==> config.mk <==
export PLATFORM = sky130hd
export DESIGN_NAME = hex7seg
export DESIGN_NICKNAME = d
export VERILOG_FILES = /design/src/rtl/mod_count_checker_pkg.sv /design/src/rtl/mod_count_checker_hex7seg.sv
export SDC_FILE = /design/constraint.sdc
export NUM_CORES = 1
export LEC_CHECK = 0
export ABC_AREA = 0
export BUFFER_PORTS_ARGS = -buffer_cell sky130_fd_sc_hd__buf_2
export CORE_AREA = 2 2 39 41
export DETAILED_ROUTE_END_ITERATION = 10
export DIE_AREA = 0 0 41 43
export PLACE_DENSITY = 0.54
export RECOVER_POWER = 100
export SYNTH_ARGS = -nofsm -noshare
export SYNTH_HDL_FRONTEND = slang
export SYNTH_SLANG_ARGS = --single-unit
export TNS_END_PERCENT = 100
==> constraint.sdc <==
create_clock -name vclk -period 3.1
set_input_delay 0.775 -clock vclk [all_inputs]
set_output_delay 0.775 -clock vclk [all_outputs]
set_load 0.1 [all_outputs]
==> src/rtl/mod_count_checker_pkg.sv <==
// Shared state encoding, seven-segment patterns and default modulus for the mod-count checker.
package mod_count_pkg;

    localparam int MOD_DEFAULT = 14;

    typedef enum logic [1:0] {
        SYNC  = 2'd0,
        LOCK  = 2'd1,
        FAULT = 2'd2
    } state_t;

    // Active-high segments, bit order gfedcba, entry F down to entry 0.
    localparam logic [15:0][6:0] SEG_LUT = {
        7'h71, 7'h79, 7'h5E, 7'h39, 7'h7C, 7'h77, 7'h6F, 7'h7F,
        7'h07, 7'h7D, 7'h6D, 7'h66, 7'h4F, 7'h5B, 7'h06, 7'h3F
    };

endpackage

==> src/rtl/mod_count_checker_hex7seg.sv <==
// Combinational hex digit to seven-segment (gfedcba) decode; used only with MOD_COUNT_CHECKER_SEG_EN.
// Zero latency, no flow control.
module hex7seg
    import mod_count_pkg::*;
(
    input  logic [3:0] i_val,
    output logic [6:0] o_seg
);
    assign o_seg = SEG_LUT[i_val];
endmodule

[Yosys cells after proc, flatten, opt, wreduce, memory -nomap -nowiden]
Memories as Yosys holds them, arrays and structs flattened.
Index checks and enable logic that the tools add are counted.
Word-level totals
  register bits after elaboration: 0
  bits in read-only memories: 112
  input port bits: 4
  output and inout port bits: 7
  memories kept: 1
Memories
  (no name shown): depth 16, bits a word 7, read ports 1, clocked after memory_dff 0, write ports 0, RTL line mod_count_checker_hex7seg.sv:9  | assign o_seg = SEG_LUT[i_val];
Cells by class
  order comparisons: 1
  multiplexer cells: 1
Operator list (count)
  $mux 7: 1
  $lt 4x5->1 const B: 1

[Depth between registers and ports, before layout]
Gate-level depths: netlist (run 1).
  word-level depth: 2
  mapped depth: 4

[Least setup slack after synthesis (run 1)]
Ideal clock, no wire load.
  path kind: input-to-output
  start: input i_val[1]
  end: output o_seg[5]
  arrival: 2805 ps
  required time: 2325 ps
  slack: -480 ps
  cell stages on the path: 4
  path through: inv_1 -> ha_1 -> mux2_2 -> a21oi_1
Between the ends
  longest elaborated chain between the ends: 2
RTL lines
  from (decl): RTL line mod_count_checker_hex7seg.sv:6  | input logic [3:0] i_val,
  $mem_v2 16x7
  $mux 7 (implied by the code): RTL line mod_count_checker_hex7seg.sv:9
  to (decl): RTL line mod_count_checker_hex7seg.sv:7  | output logic [6:0] o_seg
No other way between the ends. The select of a mux whose other input is x is not followed.

[Worst setup path in the final report (run 1)]
Same ends and word-level chain as after synthesis.

==> results of run 1 <==
worst min-delay path by stage:
stage | from | cells after the start | to | slack, ps
final | i_val[2] | 3 | o_seg[5] | 2210
after global routing | i_val[2] | 3 | o_seg[6] | 2250
after CTS | i_val[2] | 3 | o_seg[5] | 2050
after detailed placement | i_val[2] | 3 | o_seg[5] | 2050
after global placement | i_val[2] | 3 | o_seg[5] | 2040
after floorplan | i_val[3] | 2 | o_seg[5] | 1970
per-layer routing:
metal,up-vias,track usage [%]
li1,134,-
met1,111,11.1
met2,5,9.06
met3,0,0
met4,0,0
met5,-,0
kinds of logic (layout without fill, tap and decap cells):
group	after synthesis	after routing	synth area share, %
multiplexers	6	6	27.8
adder cells (fa/ha/maj)	7	7	30.4
AND/OR/NAND/NOR	7	7	14.4
AO/OA/AOI/OAI	6	6	15.2
buffers and inverters	7	16	12.2
final cells by class:
cell class / instances / area [um^2] / share of cell area [%]
multi-input combinational: 26 / 260 / 73.5
tap: 16 / 20.0 / 5.65
timing repair buffer: 11 / 55.1 / 15.5
inverter: 5 / 18.8 / 5.30
cell usage after synthesis:
cell type  n
nand2_1    1
nor2b_1    1
a31o_1     1
mux2_2     3
nand3b_1   1
inv_1      5
buf_6      1
mux4_1     1
o31a_2     1
mux2i_1    2
o32a_1     1
nand2b_1   1
or2b_1     1
nor3_1     2
buf_2      1
ha_1       7
a21oi_1    3
stage by stage:
step / cells / hold slack, ps
after floorplan: 33 / 1970
after global placement: 58 / 2040
after detailed placement: 58 / 2050
after CTS: 58 / 2050
after global routing: 58 / 2250
final: 58 / 2210
critical path, stage by stage:
cell and delay (ps):
buf_2 120, inv_1 90, ha_1 240, mux2_2 290, a21oi_2 120, clkbuf_2 460
where the power goes:
part / switching [uW] / internal, uW
clock network: 0 / 0
logic: 79.0 / 21.6
registers: 0 / 0
==> results.py, run 1 <==
metrics = {
    "status": {
        "status": "complete, no violations",
    },
    "place": {
        "numPortBuffers": 11,
        "place_congestion": 0.731,
        "preCtsSetupSlack_ps": 227,
        "dpl_cell_area_um2": 384,
        "hpwl_um": 449,
    },
    "critical_path": {
        "worstSetupStartpoint": "i_val[1]",
        "cp-start-kind": "primary input",
        "cp_max_fo": 5,
        "worst-setup-path-type": "in2out",
        "critPathCaptureType": "output pin",
        "critPathArrivalTime_ps": 2100,
        "cp-endpoint": "o_seg[5]",
        "critPathRequiredTime_ps": 2320,
    },
    "floorplan": {
        "core_area_mm2": 0.00138,
        "initial_utilization_pct": 20.8,
        "io_pins": 11,
        "dieArea_mm2": 0.00176,
        "die_x_um": 41,
        "row_count": 14,
        "die_height_um": 43,
    },
    "yosys": {
        "synth_top_area_share_pct": 30.4,
        "synth_largest_area_cell": "ha_1",
        "ys_seq_area_share_pct": 0,
        "synthCells": 33,
        "synth_area_leaders": "ha_1 30%, mux2_2 12%, mux4_1 9.1%, mux2i_1 7.0%, inv_1 6.5%",
        "synthDistinctLibCells": 17,
        "syn_area_um2": 288,
        "yosysWarnings": 0,
        "syn_nets": 44,
        "syn_area_per_cell_um2": 8.72,
    },
    "timing": {
        "timing.slew.headroom_pct": 64.2,
        "max_freq_mhz": 348,
        "tns_ps": 0,
        "layout_setup_ws_ps": 227,
        "tightestPinTransition_ps": 539,
        "hold_viol_final": 0,
        "period_share_pct": 92.7,
        "finalMaxSlewViolations": 0,
        "rsz0062_at_grt": "false",
        "post-route-min-period_ps": 2870,
        "setup-violations-final": 0,
    },
    "worst_hold_path": {
        "hold_class": "in2out",
    },
    "pwr": {
        "vdd_drop_max_uv": 84.1,
        "p_per_area_mw_per_mm2": 284,
        "p_total_uw": 101,
        "power.leakage_uw": 0.000174,
    },
    "drt": {
        "vias": 250,
        "wirelength_met1_um": 289,
        "avgRoutedWirePerCell_um": 9.64,
        "vias_per_cell": 4.31,
        "dr_wl_met3_um": 20,
        "drtAntennaViolNets": 0,
        "drc_errors": 0,
        "wl_met2_um": 248,
        "drt-total-wl_um": 559,
        "routed.top_layer": "met3",
        "drtIter0Drc": 3,
        "drtPass1Iterations": 2,
    },
    "final_layout": {
        "clock_buffers": 0,
        "num-fill-cells": 161,
        "mostFrequentLayoutCells": "7 x ha_1, 6 x clkbuf_2, 5 x inv_1, 5 x buf_2, 3 x mux2_2",
        "diodes": 0,
        "drive_above_1_share_pct": 40.5,
        "area_growth_pct": 23.0,
        "nets": 55,
        "seq_cells": 0,
        "final_common_cell": "ha_1",
        "area.sequential_um2": 0,
        "stdcell_area_um2": 354,
        "final_util_pct": 25.6,
    },
    "clock_tree": {
        "cts_resized": 0,
        "postCtsHoldBufs": 0,
        "cts_setup_buffers": 0,
    },
    "grt": {
        "grt_start_max_net_pins": 15,
        "antenna_found_initial": 0,
        "gr-usage-all-layers_pct": 6.40,
        "grt_pass1_wl_um": 855,
        "overflow": 0,
        "grt_pass1_vias": 196,
    },
    "job": {
        "drv_cap": 0,
    },
}
Power figures use the tool's default switching activity.
==> run 2: changes to the inputs <==
- BUFFER_PORTS_ARGS: -buffer_cell sky130_fd_sc_hd__buf_2 -> default
- DONT_BUFFER_PORTS: default -> 1
- PLACE_DENSITY: 0.54 -> 0.47
==> run 2 against run 1 <==
Net effect:
- cell count shrank 10%
- critical path type unchanged
- core utilization decreased by 2.3 points
- total power decreased by 11%
- worst hold slack lost 280 ps
- global-route usage decreased by 0.81 points
- via count shrank 3.6%
- flip-flop and latch count stayed put
- setup slack better by 49 ps
==> results.py, run 2 (synthesis results as in run 1) <==
metrics = {
    "floorplan": {
        "dieArea_mm2": 0.00176,
        "die_height_um": 43,
        "io_pins": 11,
        "initial_utilization_pct": 20.8,
        "row_count": 14,
        "core_area_mm2": 0.00138,
        "die_x_um": 41,
    },
    "final_layout": {
        "drive_above_1_share_pct": 25.0,
        "area_growth_pct": 12.2,
        "final_common_cell": "ha_1",
        "area.sequential_um2": 0,
        "seq_cells": 0,
        "diodes": 0,
        "num-fill-cells": 158,
        "mostFrequentLayoutCells": "7 x ha_1, 5 x inv_1, 5 x clkbuf_2",
        "nets": 49,
        "clock_buffers": 0,
    },
    "drt": {
        "vias_per_cell": 4.63,
        "drtIter0Drc": 1,
        "avgRoutedWirePerCell_um": 10.5,
        "drtPass1Iterations": 2,
        "drtAntennaViolNets": 0,
        "vias": 241,
        "drt-total-wl_um": 546,
        "drc_errors": 0,
    },
    "grt": {
        "grt_pass1_vias": 183,
        "grt_start_max_net_pins": 15,
        "gr-usage-all-layers_pct": 5.59,
        "antenna_found_initial": 0,
        "grt_pass1_wl_um": 724,
        "overflow": 0,
    },
    "timing": {
        "rsz0062_at_grt": "false",
        "max_freq_mhz": 354,
        "post-route-min-period_ps": 2820,
        "tns_ps": 0,
        "setup-violations-final": 0,
        "timing.slew.headroom_pct": 32.6,
        "period_share_pct": 91.1,
        "layout_setup_ws_ps": 276,
        "hold_viol_final": 0,
        "finalMaxSlewViolations": 0,
        "tightestPinTransition_ps": 1010,
    },
    "critical_path": {
        "cp_max_fo": 5,
        "cp-start-kind": "primary input",
        "worstSetupStartpoint": "i_val[1]",
        "worst-setup-path-type": "in2out",
        "critPathArrivalTime_ps": 2050,
        "cp-endpoint": "o_seg[3]",
        "critPathRequiredTime_ps": 2320,
        "critPathCaptureType": "output pin",
    },
    "place": {
        "preCtsSetupSlack_ps": 389,
        "numPortBuffers": 0,
        "hpwl_um": 450,
        "place_congestion": 0.590,
    },
    "clock_tree": {
        "cts_resized": 0,
        "cts_setup_buffers": 0,
        "postCtsHoldBufs": 0,
    },
    "pwr": {
        "vdd_drop_max_uv": 50.6,
        "p_per_area_mw_per_mm2": 278,
        "power.leakage_uw": 0.000150,
    },
    "job": {
        "drv_cap": 0,
    },
    "worst_hold_path": {
        "hold_class": "in2out",
    },
    "status": {
        "status": "complete, no violations",
    },
}
==> run 2: metrics by stage <==
stage	instances	utilization (%)	total power [uW]	cell area [um^2]	hold slack (ps)
global placement	52	24.3	94.5	337	1800
CTS	52	24.3	94.9	337	1800
global route	52	23.3	93.5	323	1940
finish	52	23.3	89.8	323	1930
detailed placement	52	24.3	94.6	337	1800
floorplan	33	-	87.2	295	1970
==> run 2: where the power goes <==
group          total [uW]  switching [uW]  internal, uW  leakage, uW
Combinational        89.8            71.5          18.3     0.000150
Sequential              0               0             0            0
Clock                   0               0             0            0
==> run 2: how the worst min path moves through the flow <==
stage,from,endpoint,slack (ps),cells after the start
finish,i_val[2],o_seg[5],1930,2
floorplan,i_val[3],o_seg[5],1970,2
detailed placement,i_val[2],o_seg[5],1800,2
global placement,i_val[2],o_seg[5],1800,2
global route,i_val[2],o_seg[5],1940,2
CTS,i_val[2],o_seg[5],1800,2
==> run 2: layer usage <==
metal  vias to the layer above  share of wire, %  track usage, %  routed length [um]
met3                         0               7.7            1.05                  42
met1                       114                41            5.06                 222
met5                         -                 0               0                   0
li1                        121                 -               -                   -
met4                         0                 0               0                   0
met2                         6                52            11.9                 282
==> run 2: final cells by class <==
| type | instances | area, um^2 | area share [%] |
|---|---|---|---|
| well taps | 16 | 20.0 | 6.20 |
| multi-input cells | 26 | 259 | 80.2 |
| inverters | 5 | 18.8 | 5.81 |
| repair buffers | 5 | 25.0 | 7.75 |
==> run 2: worst max-delay path, stage by stage <==
cell      delay, ps
inv_1            90
ha_1            250
inv_1            60
mux4_1          480
clkbuf_2        380
